===== src/rtl/decode_stage.sv =====
// RV32I decode stage: registers decoded fields for execute, drives the register-file
// read port, and folds snooped register-file writes into the held operands.
module decode_stage #(
   parameter int XLEN = 32
) (
   input  logic            clk,
   input  logic            rst,
   input  logic            i_flush,
   input  logic            i_valid,
   output logic            o_ready,
   input  logic [31:0]     i_instr,
   input  logic [XLEN-1:0] i_pc,
   output logic            o_rs_ren,
   output logic [4:0]      o_rs1_raddr,
   output logic [4:0]      o_rs2_raddr,
   input  logic [XLEN-1:0] i_rs1_rdata,
   input  logic [XLEN-1:0] i_rs2_rdata,
   input  logic            i_rd_wvalid,
   input  logic [4:0]      i_rd_waddr,
   input  logic [XLEN-1:0] i_rd_wdata,
   output logic            o_valid,
   input  logic            i_ready,
   output logic [XLEN-1:0] o_pc,
   output logic [6:0]      o_opcode,
   output logic [2:0]      o_funct3,
   output logic [6:0]      o_funct7,
   output logic [4:0]      o_rd,
   output logic            o_rd_we,
   output logic [4:0]      o_rs1_addr,
   output logic [4:0]      o_rs2_addr,
   output logic [XLEN-1:0] o_rs1_data,
   output logic [XLEN-1:0] o_rs2_data,
   output logic [XLEN-1:0] o_imm,
   output logic            o_illegal
);
   localparam logic [6:0] OP_LUI    = 7'b0110111;
   localparam logic [6:0] OP_AUIPC  = 7'b0010111;
   localparam logic [6:0] OP_JAL    = 7'b1101111;
   localparam logic [6:0] OP_JALR   = 7'b1100111;
   localparam logic [6:0] OP_BRANCH = 7'b1100011;
   localparam logic [6:0] OP_LOAD   = 7'b0000011;
   localparam logic [6:0] OP_STORE  = 7'b0100011;
   localparam logic [6:0] OP_IMM    = 7'b0010011;
   localparam logic [6:0] OP_OP     = 7'b0110011;
   localparam logic [6:0] OP_MISC   = 7'b0001111;
   localparam logic [6:0] OP_SYSTEM = 7'b1110011;

   typedef enum logic [2:0] {IMM_NONE, IMM_I, IMM_S, IMM_B, IMM_U, IMM_J} imm_kind_t;

   logic            accept;
   logic            stall;
   logic            valid_reg;
   logic [XLEN-1:0] pc_reg;
   logic [6:0]      opcode_reg;
   logic [2:0]      funct3_reg;
   logic [6:0]      funct7_reg;
   logic [4:0]      rd_reg;
   logic            rd_we_reg;
   logic [4:0]      rs1_addr_reg;
   logic [4:0]      rs2_addr_reg;
   logic [XLEN-1:0] imm_reg;
   logic            illegal_reg;

   imm_kind_t       imm_kind;
   logic            writes_rd;
   logic            legal;
   logic [XLEN-1:0] imm_next;
   logic            rd_we_next;

   logic [4:0]      raddr [2];
   logic [4:0]      held_addr [2];
   logic [XLEN-1:0] rdata [2];
   logic [XLEN-1:0] operand [2];

   assign o_ready     = !valid_reg || i_ready;
   assign accept      = i_valid && o_ready && !i_flush;
   assign o_rs_ren    = i_valid && o_ready;
   assign stall       = valid_reg && !i_ready;
   assign o_rs1_raddr = i_instr[19:15];
   assign o_rs2_raddr = i_instr[24:20];

   always_comb begin
      imm_kind  = IMM_NONE;
      writes_rd = 1'b0;
      legal     = 1'b1;
      case (i_instr[6:0])
         OP_LUI, OP_AUIPC:         begin imm_kind = IMM_U; writes_rd = 1'b1; end
         OP_JAL:                   begin imm_kind = IMM_J; writes_rd = 1'b1; end
         OP_JALR, OP_LOAD, OP_IMM: begin imm_kind = IMM_I; writes_rd = 1'b1; end
         OP_SYSTEM:                imm_kind = IMM_I;
         OP_BRANCH:                imm_kind = IMM_B;
         OP_STORE:                 imm_kind = IMM_S;
         OP_OP:                    writes_rd = 1'b1;
         OP_MISC:                  imm_kind = IMM_NONE;
         default:                  legal = 1'b0;
      endcase
      if (i_instr[1:0] != 2'b11) begin
         legal = 1'b0;
      end
      // Illegal instructions still flow downstream, but inert.
      if (!legal) begin
         imm_kind  = IMM_NONE;
         writes_rd = 1'b0;
      end
   end

   always_comb begin
      imm_next = '0;
      case (imm_kind)
         IMM_I:   imm_next = {{(XLEN-11){i_instr[31]}}, i_instr[30:20]};
         IMM_S:   imm_next = {{(XLEN-11){i_instr[31]}}, i_instr[30:25], i_instr[11:7]};
         IMM_B:   imm_next = {{(XLEN-12){i_instr[31]}}, i_instr[7], i_instr[30:25], i_instr[11:8], 1'b0};
         IMM_U:   imm_next = {{(XLEN-31){i_instr[31]}}, i_instr[30:12], 12'b0};
         IMM_J:   imm_next = {{(XLEN-20){i_instr[31]}}, i_instr[19:12], i_instr[20], i_instr[30:21], 1'b0};
         default: imm_next = '0;
      endcase
   end

   assign rd_we_next = writes_rd && (i_instr[11:7] != 5'd0);

   always_ff @(posedge clk) begin
      if (rst) begin
         valid_reg    <= 1'b0;
         pc_reg       <= '0;
         opcode_reg   <= '0;
         funct3_reg   <= '0;
         funct7_reg   <= '0;
         rd_reg       <= '0;
         rd_we_reg    <= 1'b0;
         rs1_addr_reg <= '0;
         rs2_addr_reg <= '0;
         imm_reg      <= '0;
         illegal_reg  <= 1'b0;
      end else begin
         if (i_flush) begin
            valid_reg <= 1'b0;
         end else if (accept) begin
            valid_reg <= 1'b1;
         end else if (i_ready) begin
            valid_reg <= 1'b0;
         end
         if (accept) begin
            pc_reg       <= i_pc;
            opcode_reg   <= i_instr[6:0];
            funct3_reg   <= i_instr[14:12];
            funct7_reg   <= i_instr[31:25];
            rd_reg       <= i_instr[11:7];
            rd_we_reg    <= rd_we_next;
            rs1_addr_reg <= i_instr[19:15];
            rs2_addr_reg <= i_instr[24:20];
            imm_reg      <= imm_next;
            illegal_reg  <= !legal;
         end
      end
   end

   assign raddr[0]     = i_instr[19:15];
   assign raddr[1]     = i_instr[24:20];
   assign held_addr[0] = rs1_addr_reg;
   assign held_addr[1] = rs2_addr_reg;
   assign rdata[0]     = i_rs1_rdata;
   assign rdata[1]     = i_rs2_rdata;

   // Per-operand bypass: catch the write the register file misses during the read
   // cycle, and any write landing on the held source while execute is stalled.
   for (genvar gi = 0; gi < 2; gi++) begin : g_operand
      logic            hit_new;
      logic            hit_held;
      logic            ovr_flag_reg;
      logic [XLEN-1:0] ovr_value_reg;

      assign hit_new  = i_rd_wvalid && (i_rd_waddr == raddr[gi]) && (raddr[gi] != 5'd0);
      assign hit_held = i_rd_wvalid && (i_rd_waddr == held_addr[gi]) && (held_addr[gi] != 5'd0);

      always_ff @(posedge clk) begin
         if (rst) begin
            ovr_flag_reg  <= 1'b0;
            ovr_value_reg <= '0;
         end else if (accept) begin
            ovr_flag_reg  <= hit_new;
            ovr_value_reg <= i_rd_wdata;
         end else if (stall && hit_held) begin
            ovr_flag_reg  <= 1'b1;
            ovr_value_reg <= i_rd_wdata;
         end
      end

      assign operand[gi] = (held_addr[gi] == 5'd0) ? '0 :
                           ovr_flag_reg            ? ovr_value_reg : rdata[gi];
   end

   assign o_valid    = valid_reg;
   assign o_pc       = pc_reg;
   assign o_opcode   = opcode_reg;
   assign o_funct3   = funct3_reg;
   assign o_funct7   = funct7_reg;
   assign o_rd       = rd_reg;
   assign o_rd_we    = rd_we_reg;
   assign o_rs1_addr = rs1_addr_reg;
   assign o_rs2_addr = rs2_addr_reg;
   assign o_rs1_data = operand[0];
   assign o_rs2_data = operand[1];
   assign o_imm      = imm_reg;
   assign o_illegal  = illegal_reg;
endmodule

===== config.mk =====
export PLATFORM = sky130hd
export DESIGN_NAME = decode_stage
export DESIGN_NICKNAME = d
export VERILOG_FILES = /design/src/rtl/decode_stage.sv
export SDC_FILE = /design/constraint.sdc
export NUM_CORES = 1
export LEC_CHECK = 0
export ABC_AREA = 0
export ABC_CLOCK_PERIOD_IN_PS = 2800
export CORE_AREA = 2 2 170 106
export DETAILED_ROUTE_END_ITERATION = 10
export DIE_AREA = 0 0 172 108
export PLACE_DENSITY = 0.85
export REMOVE_ABC_BUFFERS = 1
export SLEW_MARGIN = 5
export SYNTH_ARGS = -nofsm -noshare
export SYNTH_HDL_FRONTEND = slang
export SYNTH_SLANG_ARGS = --single-unit

===== constraint.sdc =====
create_clock -name clk -period 2.8 [get_ports clk]
set_input_delay 0.56 -clock clk [delete_from_list [all_inputs] [get_ports clk]]
set_output_delay 0.56 -clock clk [all_outputs]
set_load 0.02 [all_outputs]

==> impl_metrics.csv, run 1 <==
group,metric,value,unit
finish,area_growth,55.32,%
clock_tree,cts.clk_slew.worst_paths,0.07,ns
synth,muxShareOfSynthArea,17.37,%
clock_tree,cts_tree,"built",
synth,synth_edf_count,0,
synth,synthCells,864,
detailed_routing,vias,7365,
detailed_routing,post_drt_wl_per_cell,17.16,um
grt,overflow,0,
floorplan,ios,346,
setup_path,required,2.24,ns
place,dpl.hpwl,18140,um
pwr,p_total,6.284,mW
pwr,p_comb_share,20.8,%
clock_tree,cts_setup_buffers,0,
floorplan,start_util,44.54,%
setup_path,crit_path_end_kind,"output port",
pwr,irDropWorstVdd,467.2,uV
synth,synth.top_cells.by_count,"165 x dfxtp_1, 150 x nor2_1, 133 x nand2_1, 128 x mux2i_1, 70 x a21oi_1",
place,io_buffer_count,345,
clock_tree,cts-buffers-inserted,17,
floorplan,die-area,18580,sq um
outcome,status,"complete, no violations",
setup_path,path_cells,"or4_4, nor2_4, buf_12, nor2_1, dlygate4sd2_1",
clock_tree,clock-sinks,165,
timing,fin_ws,0.1259,ns
setup_path,max_stage_delay,0.56,ns
floorplan,num_rows,37,
timing,slew_headroom,38.43,%
synth,synth_xor_area_share,2.217,%
setup_path,rrSetupSlack,0.83,ns
detailed_routing,drc_errors,0,
detailed_routing,initialDrtViolationCount,556,
clock_tree,cts-root-buf,"clkbuf_16",
grt,antenna_found_initial,0,
grt,grt_usage,25.76,%
finish,n_antenna_cell,0,
synth,synth_seq_cells,165,
synth,netlist.area_leader.share,44.01,%
synth,ys_warn_count,0,
synth,yosysSeqAreaShare,44.01,%
timing,final.setup_skew,0.01921,ns
detailed_routing,antenna_left,0,
finish,largest_reg_flops,64,
floorplan,die_h,108,um
pwr,p_int,4.540,mW
synth,synth.distinct_cells,57,
synth,synth_top_area_cell,"dfxtp_1",
timing,worstMarginPinSlew,0.9140,ns
synth,synth.most_common_cell,"dfxtp_1",
synth,synth-simple-area-share,18.39,%
floorplan,core,16850,sq um
timing,rsz0062_at_grt,"false",
grt,grt_start_max_net_pins,132,
pwr,pwr-share-seq,39.9,%
finish,final_cell_area,11660,sq um
synth,synth_fa_ha_area_share,0,%
detailed_routing,routed_wl,24430,um
place,placed_cells,1392,
synth,synth_top_family_by_area,"simple AND/OR/NAND/NOR gates",
timing,whs,0.4510,ns
finish,instances_no_fill,1424,
setup_path,cp.buffers_inverters,2,
timing,hold_violations,0,
timing,tns,0,ns
detailed_routing,drt_first_pass_iters,5,
clock_tree,h-tree-depth,4,
setup_path,crit_family,"simple AND/OR/NAND/NOR gates",
timing,period_share,95.50,%
setup_path,cp-start-kind,"flip-flop",
clock_tree,insertion_delay,0.41,ns
setup_path,path_max_fanout,32,
synth,yosys-top-cells-area,"dfxtp_1 44%, mux2i_1 17%, nor2_1 7.5%",
synth,synth_area,7505,sq um
grt,grt_pass1_wl,37630,um
job,cap_violations,0,
pwr,swShare,27.75,%
timing,fmax,374.0,MHz
place,place.gp.congestion,0.9050,
timing,layout_min_cycle_time,2.674,ns
pwr,switchingPower,1.744,mW
finish,drive_gt1_share,5.966,%
clock_tree,cts_buffer_depth,2,
clock_tree,postCtsHoldBufs,0,
timing,final-setup-viol-count,0,
setup_path,slowest_stage,"or4_4",
setup_path,worst_ep_arrival_time,2.11,ns
grt,grt_pass1_vias,7150,
place,placed_cell_area,11110,sq um
min_path,hold_path.class,"reg -> reg",
timing,slew_violations,0,
synth,syn_area_per_cell,8.686,sq um
synth,synth_ff_type,"dfxtp_1",
pwr,power_frac_clock,39.3,%
setup_path,worstSetupPathType,"reg -> out",
floorplan,die_w,172,um
place,pre_cts_ws,0.1361,ns
pwr,power.leakage,4.885,nW
detailed_routing,vias_per_cell,5.172,
finish,nets,1348,
finish,fill_cells,1362,
finish,utilization,69.17,%
synth,synth-compound-area-share,11.49,%
synth,async_flop_share,0,%
pwr,power_density,539.1,nW/um^2
-- final cells by class --
class | instances | area, sq um | share of cell area, %
sequential | 165 | 3306 | 28.36
inverter | 11 | 41.29 | 0.3542
clock buffer | 19 | 442.9 | 3.800
clock inverter | 13 | 182.7 | 1.567
tap | 234 | 292.8 | 2.512
timing repair buffer | 370 | 3671 | 31.49
multi-input combinational | 612 | 3720 | 31.91
-- per-layer routing --
metal | vias to the layer above | wire length [um] | global-route usage, %
met4 | 0 | 397 | 6.363
met2 | 298 | 11600 | 43.60
met5 | - | 0 | 0
met3 | 31 | 2067 | 7.540
li1 | 3550 | - | -
met1 | 3486 | 10370 | 32.43
-- power by group through the flow --
stage	clock (mW)	sequential (mW)	combinational, mW
global placement	0	2.55	1.35
finish	2.47	2.50	1.31
CTS	2.53	2.50	1.31
detailed placement	0	2.56	1.37
global route	2.62	2.52	1.40
floorplan	0	2.62	0.508
-- worst reg2reg max path, cell delays in order (launching register included) --
cell	delay (ns)
dfxtp_1	0.36
or4_4	0.56
nor2_4	0.13
o31a_2	0.18
buf_12	0.25
mux2i_1	0.31
nor2_1	0.06
-- cell usage in the layout, fill, tap and decap left out, types with 9 or more instances in the layout --
master	instances
clkdlybuf4s50_1	280
dfxtp_1	163
nor2_1	150
nand2_1	133
mux2i_1	128
a21oi_1	70
dlygate4sd2_1	64
clkbuf_16	17
buf_4	17
xnor2_1	13
a221o_1	12
inv_1	11
o21ai_0	10
nor3_1	10
buf_12	9
-- worst paths after layout --
kind	start	to	cells past startpoint
setup reg to reg	o_rs1_addr[1]	g_operand[0].ovr_value_reg[24]	6
setup / recovery	o_rs1_addr[1]	o_rs1_data[18]	5
hold / removal	o_pc[14]	o_pc[14]	2
hold reg to reg	o_pc[14]	o_pc[14]	2
-- cell families (layout without fill, tap and decap cells) --
| logic type | after synthesis | after routing |
|---|---|---|
| and+or+nand+nor | 330 | 330 |
| buffers and inverters | 87 | 413 |
| DFF | 165 | 165 |
| muxes | 130 | 130 |
| xor gates and xnor gates | 19 | 19 |
| AOI/OAI and AO/OA | 133 | 133 |
-- what timing repair did --
item,in CTS,in global routing
resized for setup,64,0
endpoints found under the setup margin,64,0
hold endpoints to repair,0,0
Note: power is estimated with default switching activity, not from simulation.
==> run 2, diff against run 1 <==
- CTS_CLUSTER_SIZE: not set -> 12
==> results of run 2 <==
Same layout as run 1: the final DEF is identical, and so are final timing and power.
==> run 3, diff against run 2 <==
- CTS_BUF_LIST: not set -> sky130_fd_sc_hd__clkbuf_2
- DONT_BUFFER_PORTS: not set -> 1
- PLACE_DENSITY: 0.85 -> not set
- SLEW_MARGIN: 5 -> 10
==> run 3 against run 2 <==
  * Die area did not move
  * Clock skew increased by 0.019 ns
  * Combinational power down 37%
  * Fmax down 2.7%
  * Critical endpoint is now o_rs2_data[5]
  * Highest routed layer unchanged
==> impl_metrics.csv, run 3 (synthesis results as in run 1) <==
group,metric,value,unit
pwr,p_total,4.617,mW
grt,grt_pass1_wl,33660,um
floorplan,die-area,18580,sq um
finish,largest_reg_flops,64,
timing,fmax,363.9,MHz
timing,period_share,98.15,%
timing,slew_headroom,22.77,%
timing,fin_ws,0.05191,ns
detailed_routing,antenna_left,0,
finish,instances_no_fill,1170,
place,io_buffer_count,0,
setup_path,required,2.24,ns
setup_path,cp-start-kind,"flip-flop",
timing,rsz0062_at_grt,"true",
finish,final_cell_mix,"158 x dfxtp_1, 147 x nor2_1, 133 x nand2_1, 128 x mux2i_1, 99 x dlygate4sd3_1",
timing,worstMarginPinSlew,1.158,ns
grt,grt_usage,23.29,%
place,dpl.hpwl,14900,um
detailed_routing,vias_per_cell,5.399,
floorplan,die_h,108,um
finish,drive_gt1_share,7.380,%
finish,nets,1093,
finish,fill_cells,1570,
pwr,power_density,525.8,nW/um^2
setup_path,worstSetupPathType,"reg -> out",
detailed_routing,drt_first_pass_iters,6,
floorplan,core,16850,sq um
grt,overflow,0,
grt,antenna_found_initial,1,
floorplan,die_w,172,um
timing,final.setup_skew,0.03805,ns
detailed_routing,post_drt_wl_per_cell,19.26,um
detailed_routing,vias,6317,
clock_tree,cts-buffers-inserted,17,
clock_tree,cts-root-buf,"clkbuf_2",
min_path,hold_path.class,"in -> reg",
floorplan,num_rows,37,
detailed_routing,drc_errors,0,
setup_path,path_max_fanout,32,
clock_tree,insertion_delay,0.71,ns
place,placed_cells,1037,
timing,hold_violations,0,
place,place.gp.congestion,0.7892,
clock_tree,cts_buffer_depth,2,
clock_tree,cts.clk_slew.worst_paths,0.25,ns
detailed_routing,initialDrtViolationCount,488,
setup_path,crit_path_end_kind,"output port",
pwr,power.leakage,3.537,nW
grt,grt_pass1_vias,6127,
detailed_routing,routed_wl,22540,um
clock_tree,cts_tree,"built",
finish,area_growth,16.99,%
job,cap_violations,0,
floorplan,start_util,44.54,%
timing,slew_violations,0,
setup_path,worst_ep_arrival_time,2.19,ns
clock_tree,cts_setup_buffers,0,
pwr,irDropWorstVdd,250.3,uV
clock_tree,h-tree-depth,4,
timing,layout_min_cycle_time,2.748,ns
grt,grt_start_max_net_pins,146,
floorplan,ios,346,
finish,final_common_cell,"dfxtp_1",
timing,final-setup-viol-count,0,
place,pre_cts_ws,0.3227,ns
clock_tree,clock-sinks,165,
outcome,status,"complete, no violations",
## run 3: area by class of cell
cell class,instances,area (sq um),share of cell area (%)
multi-input combinational,612,3727,42.45
clock buffer,19,95.09,1.083
clock inverter,13,122.6,1.397
antenna,1,2.502,0.02850
timing repair buffer,115,1181,13.45
sequential,165,3317,37.78
tap,234,292.8,3.335
inverter,11,41.29,0.4703
## run 3: worst paths after layout
kind                                                startpoint                        endpoint  slack (ns)  depth (start not counted)
worst min-delay path                               i_instr[22]                        o_imm[2]        0.09                          2
worst max register to register                   o_rs1_addr[1]  g_operand[0].ovr_value_reg[15]        0.26                          5
worst max-delay path                             o_rs2_addr[4]                   o_rs2_data[5]        0.05                          4
worst min register to register  g_operand[0].ovr_value_reg[27]  g_operand[0].ovr_value_reg[27]        0.53                          2
## run 3: per-layer routing
metal	track usage [%]	part of all wire, %	routed length [um]	vias up
met4	6.903	1.8	411	0
li1	-	-	-	3038
met1	29.23	42	9512	2964
met3	8.785	9.6	2172	36
met2	37.46	46	10440	279
met5	0	0	0	-
## run 3: critical path, stage by stage, from the launching register on
cell and delay, ns:
dfxtp_1 0.50, or4_4 0.48, nor2_4 0.13, buf_12 0.20
nor2_1 0.15
## run 3: power by group
group | total (mW) | switching, mW | internal, mW | leakage, nW
Sequential | 2.58 | 0.133 | 2.45 | 1.35
Combinational | 0.824 | 0.490 | 0.334 | 2.07
Clock | 1.21 | 0.874 | 0.334 | 0.118
## run 3: per-stage QoR
| step | hold slack [ns] | cell area, sq um | setup TNS, ns | util [%] |
|---|---|---|---|---|
| 6_report | 0.09407 | 8780 | 0 | 52.10 |
| 5_1_grt | 0.01479 | 8780 | -4.155 | 52.10 |
| 4_1_cts | 0.0004144 | 8777 | -0.8853 | 52.09 |
| 3_5_place_dp | 0.4819 | 7497 | 0 | 44.49 |
| 3_3_place_gp | 0.4730 | 7497 | 0 | 44.49 |
| 2_1_floorplan | 0.4632 | 7057 | -93.09 | - |
## run 3: timing repair
item / CTS / global route
hold buffers: 100 / 0
pin swaps: 0 / 0
hold endpoints to repair: 156 / 0
gates resized for setup: 16 / 0
endpoints found under the setup margin: 64 / 64
